**config.mk**
```make
export PLATFORM = sky130hd
export DESIGN_NAME = countdown_timer
export DESIGN_NICKNAME = d
export VERILOG_FILES = /design/src/rtl/countdown_timer.sv
export SDC_FILE = /design/constraint.sdc
export NUM_CORES = 1
export LEC_CHECK = 0
export BUFFER_PORTS_ARGS = -buffer_cell sky130_fd_sc_hd__buf_2
export CORE_MARGIN = 2
export CORE_UTILIZATION = 48
export DETAILED_ROUTE_END_ITERATION = 6
export GPL_TIMING_DRIVEN = 0
export PLACE_DENSITY_LB_ADDON = 0.15
export SLEW_MARGIN = 25
export SYNTH_ARGS = -nofsm -noshare
export SYNTH_HDL_FRONTEND = slang
export SYNTH_SLANG_ARGS = --single-unit
```
**constraint.sdc**
```tcl
create_clock -name clk -period 2.32 [get_ports clk]
set_input_delay 0.232 -clock clk [delete_from_list [all_inputs] [get_ports clk]]
set_output_delay 0.232 -clock clk [all_outputs]
set_load 0.02 [all_outputs]
```
**src/rtl/countdown_timer.sv**
```systemverilog
// countdown_timer: BCD mm:ss countdown with an IDLE/RUN/PAUSED/DONE control FSM.
// Define TIMER_AUTO_RELOAD_EN to reload the last preset on expiry and keep running.
module countdown_timer #(
  parameter int MIN_DIGITS = 2
) (
  input  logic                    clk,
  input  logic                    rst_n,
  input  logic                    tick,
  input  logic                    load,
  input  logic [4*MIN_DIGITS-1:0] load_minute,
  input  logic [7:0]              load_second,
  input  logic                    start,
  input  logic                    pause,
  output logic [4*MIN_DIGITS-1:0] minute,
  output logic [7:0]              second,
  output logic                    running,
  output logic                    expired,
  output logic [1:0]              fsm_state
);

  localparam int MW = 4 * MIN_DIGITS;

  // fsm_state encoding: 0 IDLE, 1 RUN, 2 PAUSED, 3 DONE
  typedef enum logic [1:0] {
    IDLE   = 2'd0,
    RUN    = 2'd1,
    PAUSED = 2'd2,
    DONE   = 2'd3
  } state_t;

  state_t          state, state_next;
  logic [MW-1:0]   minute_next, minute_dec, load_minute_clamped;
  logic [7:0]      second_next, second_dec, load_second_clamped;
  logic            expired_next;
  logic            count_zero, count_one;
  logic            dec_borrow;

`ifdef TIMER_AUTO_RELOAD_EN
  logic [MW-1:0]   reload_minute, reload_minute_next;
  logic [7:0]      reload_second, reload_second_next;
  logic            reload_zero;
  assign reload_zero = (reload_minute == '0) && (reload_second == 8'h00);
`endif

  assign count_zero = (minute == '0) && (second == 8'h00);
  assign count_one  = (minute == '0) && (second == 8'h01);
  assign running    = (state == RUN);
  assign fsm_state  = state;

  // Presets are forced back into legal BCD before they ever reach the count.
  always_comb begin
    load_minute_clamped = '0;
    for (int i = 0; i < MIN_DIGITS; i++) begin
      load_minute_clamped[4*i +: 4] = (load_minute[4*i +: 4] > 4'd9) ? 4'd9 : load_minute[4*i +: 4];
    end
    load_second_clamped[3:0] = (load_second[3:0] > 4'd9) ? 4'd9 : load_second[3:0];
    load_second_clamped[7:4] = (load_second[7:4] > 4'd5) ? 4'd5 : load_second[7:4];
  end

  // One-second BCD decrement; only consumed when the count is nonzero.
  always_comb begin
    second_dec = second;
    minute_dec = minute;
    dec_borrow = 1'b0;
    if (second[3:0] == 4'd0) begin
      second_dec[3:0] = 4'd9;
      dec_borrow      = 1'b1;
    end else begin
      second_dec[3:0] = second[3:0] - 4'd1;
    end
    if (dec_borrow) begin
      if (second[7:4] == 4'd0) begin
        second_dec[7:4] = 4'd5;
      end else begin
        second_dec[7:4] = second[7:4] - 4'd1;
        dec_borrow      = 1'b0;
      end
    end
    for (int i = 0; i < MIN_DIGITS; i++) begin
      if (dec_borrow) begin
        if (minute[4*i +: 4] == 4'd0) begin
          minute_dec[4*i +: 4] = 4'd9;
        end else begin
          minute_dec[4*i +: 4] = minute[4*i +: 4] - 4'd1;
          dec_borrow           = 1'b0;
        end
      end
    end
  end

  always_comb begin
    state_next   = state;
    minute_next  = minute;
    second_next  = second;
    expired_next = 1'b0;
`ifdef TIMER_AUTO_RELOAD_EN
    reload_minute_next = reload_minute;
    reload_second_next = reload_second;
`endif
    if (load) begin
      minute_next = load_minute_clamped;
      second_next = load_second_clamped;
      state_next  = IDLE;
`ifdef TIMER_AUTO_RELOAD_EN
      reload_minute_next = load_minute_clamped;
      reload_second_next = load_second_clamped;
`endif
    end else if (pause && state == RUN) begin
      state_next = PAUSED;
    end else if (start && (state == IDLE || state == PAUSED) && !count_zero) begin
      state_next = RUN;
    end else if (tick && state == RUN) begin
      if (count_zero) begin
        // Only reachable after an auto-reload expiry: this tick restarts the period.
`ifdef TIMER_AUTO_RELOAD_EN
        if (reload_zero) begin
          state_next = DONE;
        end else begin
          minute_next = reload_minute;
          second_next = reload_second;
        end
`else
        state_next = DONE;
`endif
      end else begin
        minute_next = minute_dec;
        second_next = second_dec;
        if (count_one) begin
          expired_next = 1'b1;
`ifdef TIMER_AUTO_RELOAD_EN
          if (reload_zero) state_next = DONE;
`else
          state_next = DONE;
`endif
        end
      end
    end
  end

  always_ff @(posedge clk or negedge rst_n) begin
    if (!rst_n) begin
      state   <= IDLE;
      minute  <= '0;
      second  <= 8'h00;
      expired <= 1'b0;
`ifdef TIMER_AUTO_RELOAD_EN
      reload_minute <= '0;
      reload_second <= 8'h00;
`endif
    end else begin
      state   <= state_next;
      minute  <= minute_next;
      second  <= second_next;
      expired <= expired_next;
`ifdef TIMER_AUTO_RELOAD_EN
      reload_minute <= reload_minute_next;
      reload_second <= reload_second_next;
`endif
    end
  end

endmodule
```
# After elaboration in Yosys (flattened, before gate mapping)
# Index checks and enable logic that the tools add are counted.
[totals]
regBits = 19
in_bits = 22
out_inout_bits = 20
wordCells = 84
[op_classes]
addsub = 4
magnitude_cmp = 4
eq_ne = 6
mux = 38
reduce_logical = 26
[op_table]
columns = ["op", "n"]
rows = [
  ["8-bit two-way mux", 10],
  ["4-bit two-way mux", 11],
  ["4-bit logical NOT", 4],
  ["8-bit logical NOT", 2],
  ["4-bit by 1-bit subtractor with 4-bit output (second input constant)", 4],
  ["5-bit AND reduction", 3],
  ["4-bit greater-than comparator (second input constant)", 3],
  ["2-bit two-way mux", 6],
  ["1-bit two-way mux", 11],
  ["8-bit by 1-bit == test with 1-bit output (second input constant)", 1],
  ["2-bit nonzero test", 4],
  ["1-bit logical AND", 6],
  ["2-bit inequality test (second input constant)", 3],
  ["5-bit nonzero test", 1],
  ["4-bit by 3-bit greater-than comparator with 1-bit output (second input constant)", 1],
  ["4-bit AND reduction", 1],
  ["4-bit nonzero test", 1],
  ["2-bit by 1-bit == test with 1-bit output (second input constant)", 1],
  ["2-bit == test (second input constant)", 1],
  ["2-bit logical NOT", 1],
  ["2-bit AND reduction", 1],
  ["1-bit logical NOT", 1],
  ["1-bit logical OR", 1],
]

# Longest topological paths before layout
[logic_depth]
word_depth = 10
depth_mapped = 5
mapped_depth_nobuf = 4

# Worst setup path after synthesis
# OpenSTA, ideal clock, no wires.
[synth_path]
kind = "reg-to-reg"
from = "reg second[1]"
to = "reg minute[1]"
setup_ps = 126
t_arrival_ps = 1859
required_time_ps = 2194
slack_ps = 336
stages_incl_launch_ff = 6
n_path_buf = 1
synth_period_minus_slack_ps = 1984
cell_sequence = "dfrtp_1 or2_1 or4_1 buf_2 o311a_1 a221o_1"
[synth_between]
elab_chain_len = 6
word_cells_on_any_way = 11
classes_between = "eq/ne (2); mux (2); reduce/logical (7)"
[synth_lines]
columns = ["item", "line", "rtl"]
rows = [
  ["from (decl)", "15", "output logic [7:0] second,"],
  ["from (signal assigned)", "153", "second <= second_next;"],
  ["8-bit logical NOT", "45", "assign count_zero = (minute == '0) && (second == 8'h00);"],
  ["1-bit logical AND", "45", ""],
  ["1-bit logical NOT", "110", "end else if (start && (state == IDLE || state == PAUSED) && !count_zero) begin"],
  ["1-bit logical AND", "110", ""],
  ["2-bit inequality test (no line)", "n/a", ""],
  ["5-bit AND reduction (no line) (*)", "n/a", ""],
  ["to (signal assigned)", "152", "minute <= minute_next;"],
  ["to (decl)", "14", "output logic [4*MIN_DIGITS-1:0] minute,"],
]
# Mark *: on every way between the ends. The rest lies on a longest branch, timed or not.
# A chain may end at the register's enable or synchronous reset.

# Worst setup path after layout
[layout_path]
from = "reg second[3]"
to = "reg minute[3]"
# Same word-level chain as after synthesis.

==> summary.log <==
qor: hold_path.hold_path_start load_second[2]
qor: critical_path.timing.critical_path.slowest_stage_cell sky130_fd_sc_hd__nor3_1
qor: sta.totalNegativeSetupSlack 0 ns
qor: global_route.grt_start_max_net_pins 20
qor: floorplan.fp-row-count 17
qor: layout.area_delta_synth_final 25.3%
qor: floorplan.die_area 0.00279 mm²
qor: yosys.syn-mean-instance-area 8.62 µm²
qor: layout.layout.area.seq 475 µm²
qor: yosys.synth.area.top_cells sky130_fd_sc_hd__dfrtp_1 41%, sky130_fd_sc_hd__nand2_1 4.9%, sky130_fd_sc_hd__o21ai_0 4.8%
qor: sta.clock-skew-final 0.00288 ns
qor: layout.insertedDiodeCount 0
qor: hold_path.holdPathEnd second[2]
qor: hold_path.worst_hold_path.num_cells 3
qor: sta.setup-violations-final 0
qor: yosys.synthesis.nets 155
qor: routing.detail_route.iter0.violations 45
qor: critical_path.r2r.worst_path.cells 4
qor: routing.detailroute.via_count 1307
qor: floorplan.die_x 52.9 µm
qor: clock_network.path_clk_slew 0.12 ns
qor: yosys.synth-seq-cells 19
qor: critical_path.worstReg2RegEnd minute[3]
qor: critical_path.max_stage_delay 0.54 ns
qor: critical_path.crit_chain nor3_1, nand4_1, or4_1, a31oi_1
qor: critical_path.critical_path_buf_inv_count 0
qor: clock_network.cts_max_level 1
qor: floorplan.core_area 0.00223 mm²
qor: pwr.seq_power_share 0.525
qor: clock_network.cts_max_path_buffers 2
qor: layout.final_util 0.643
qor: routing.routed_wl 3220 µm
qor: outcome.status complete, no violations
qor: routing.drc_errors 0
qor: critical_path.timing.critical_path.required 2.55 ns
qor: routing.antenna_violating_nets_post_route 0
qor: yosys.proportion_of_synthesized_chip_area_in_sequential_cells 0.415
qor: pwr.p_sw_frac 0.356
qor: clock_network.cts_tree yes
qor: yosys.synth_instances 133
qor: sta.fin_ws 0.259 ns
qor: sta.shortest_period_the_worst_path_allows 2.06 ns
qor: floorplan.die_h 52.9 µm
qor: sta.fmaxAchievable 0.485 GHz
qor: critical_path.path_class flop to flop
qor: sta.tightestPinTransition 0.820 ns
qor: global_route.first_global_vias 1165
qor: pwr.fin_total_pwr 0.000760 W
qor: pwr.combinationalPowerShare 0.243
qor: place.dp_hpwl 2280 µm
qor: pwr.worst_ir_drop_vdd 336 µV
qor: clock_network.clk_root_buffer_cell sky130_fd_sc_hd__clkbuf_4
qor: critical_path.arrival 2.29 ns
qor: pwr.clockPowerShare 0.232
qor: floorplan.ioPinCount 42
qor: place.place_congestion 0.846
qor: layout.final_nets 202
qor: sta.max_slew_margin 0.449
qor: pwr.power.switching 0.000270 W
qor: place.placement.io_buffers 41
qor: global_route.gr-total-overflow 0
qor: global_route.antenna_found_initial 0
qor: layout.layout.cells.non_filler 207
qor: clock_network.clkLatencyLatePin 0.30 ns
qor: global_route.grt_pass1_wl 5240 µm
qor: sta.grt_setup_unrepaired false
qor: floorplan.initial_core_util 0.513
qor: flow_run.maxCapViolCount 0
qor: sta.drv_slew 0
qor: hold_path.timing.hold.worst.class primary input to flop
qor: layout.drive_gt1_frac 0.285
qor: pwr.pwr_density_cell 529 mW/mm²
qor: critical_path.setup.reg_to_reg.worst_slack 0.26 ns
qor: place.placed_cells_incl_taps 202
qor: sta.finalHoldViolCount 0
qor: clock_network.cts_buffers 3
qor: layout.layout.cells.most_common sky130_fd_sc_hd__buf_2
qor: place.detailedPlace.worstSlack 0.209 ns
qor: clock_network.numClockSinks 19
qor: critical_path.r2r_start second[3]
qor: critical_path.critical_path_peak_fanout 7
qor: pwr.cell_internal_pwr 0.000489 W
qor: pwr.p_leak 0.654 nW
qor: sta.layout_worst_path_cycle_share 0.888
qor: critical_path.timing.critical_path.from_type flop
qor: layout.final.fill_count 216
qor: layout.most-common-layout-cells 42 x sky130_fd_sc_hd__buf_2, 19 x sky130_fd_sc_hd__dfrtp_1, 15 x sky130_fd_sc_hd__nand2_1
qor: routing.post_drt_wl_per_cell 15.6 µm
qor: routing.viasPerCell 6.31
qor: layout.multiInputGateArea 644 µm²
qor: critical_path.endpoint_kind flop
qor: critical_path.critPathTopFamily simple AND/OR/NAND/NOR gates
qor: yosys.post-synth-top-area-fraction 0.415
qor: yosys.synth_largest_area_cell sky130_fd_sc_hd__dfrtp_1
qor: yosys.yosysWarnings 0
qor: yosys.synth_unique_cells 35
qor: global_route.grt_use_total 0.257
qor: routing.first_pass_iters 6
qor: yosys.post_synth_instance_area 0.00115 mm²
[sequential cells by signal, indices dropped and copies added, names as in the netlist]
name and cells:
expired 1, second 8, minute 8, fsm_state 2
[Yosys cell counts, drive strengths merged]
cell	count
nor2	13
and4	1
a2111oi	1
nor4	7
or2	1
a211oi	1
o21a	2
nor3	7
o311ai	3
nand3	8
a311o	1
buf	1
dfrtp	19
o211a	2
and4bb	1
a211o	1
nand4bb	1
nor2b	1
a31oi	5
and3	2
mux2i	2
o211ai	2
a221o	1
o311a	1
inv	6
a32oi	1
clkbuf	3
or4	2
nand3b	2
o21ai	11
nand2	15
a21oi	4
o32ai	1
nand4	4
[worst register-to-register path, stage by stage (launching register included)]
cell and delay [ns]:
sky130_fd_sc_hd__dfrtp_1 0.46, sky130_fd_sc_hd__nor3_1 0.54, sky130_fd_sc_hd__nand4_1 0.29, sky130_fd_sc_hd__or4_1 0.54, sky130_fd_sc_hd__a31oi_1 0.17
[metal layers]
metal / up-vias / share of wire / global-route usage
li1: 610 / - / -
met1: 627 / 0.45 / 0.354
met2: 62 / 0.47 / 0.415
met3: 8 / 0.066 / 0.0254
met4: 0 / 0.016 / 0.0983
met5: - / 0 / 0
[what timing repair did]
action / 4_1_cts / 5_1_grt
endpoints found under the hold margin: 19 / 0
endpoints found under the setup margin: 0 / 2
buffers inserted: 0 / 0
hold buffers: 1 / 0
resized for setup: 0 / 2
[area by class of cell]
class	count	share of cell area
Sequential cell	19	0.331
Tap cell	28	0.0244
Clock inverter	1	0.00348
Timing Repair Buffer	42	0.150
Buffer	4	0.0113
Inverter	6	0.0157
Clock buffer	3	0.0157
Multi-Input combinational cell	104	0.449
[cells by family (layout without fill, tap and decap cells)]
kind of cell	after synthesis	in the layout	share of synthesized area
AOI/OAI and AO/OA	37	37	0.223
buffers and inverters	10	56	0.0338
muxes	2	2	0.0175
and+or+nand+nor	65	65	0.311
DFF	19	19	0.415
[power groups by stage]
stage / Combinational (W) / Sequential (W) / Clock [W]
finish: 0.000185 / 0.000399 / 0.000176
global placement: 0.000177 / 0.000398 / 0
CTS: 0.000184 / 0.000395 / 0.000177
global route: 0.000205 / 0.000404 / 0.000193
detailed placement: 0.000181 / 0.000401 / 0
floorplan: 0.0000782 / 0.000425 / 0
[worst max path at each step]
stage          startpoint            to  slack [ns]  depth (start not counted)
2_1_floorplan   second[1]     minute[1]        0.34                          5
6_report        second[3]     minute[3]        0.26                          4
3_5_place_dp    minute[4]  fsm_state[0]        0.21                          4
3_3_place_gp    minute[0]  fsm_state[0]        0.27                          4
4_1_cts         minute[4]  fsm_state[0]        0.18                          4
5_1_grt         second[3]     minute[3]        0.12                          4
[stage by stage]
step	hold WS (ns)	cell area, µm²
floorplan	-0.0636	1150
global placement	0.188	1390
detailed placement	0.202	1390
CTS	0.140	1420
global route	0.150	1440
finish	0.137	1440
Power figures use the tool's default switching activity.
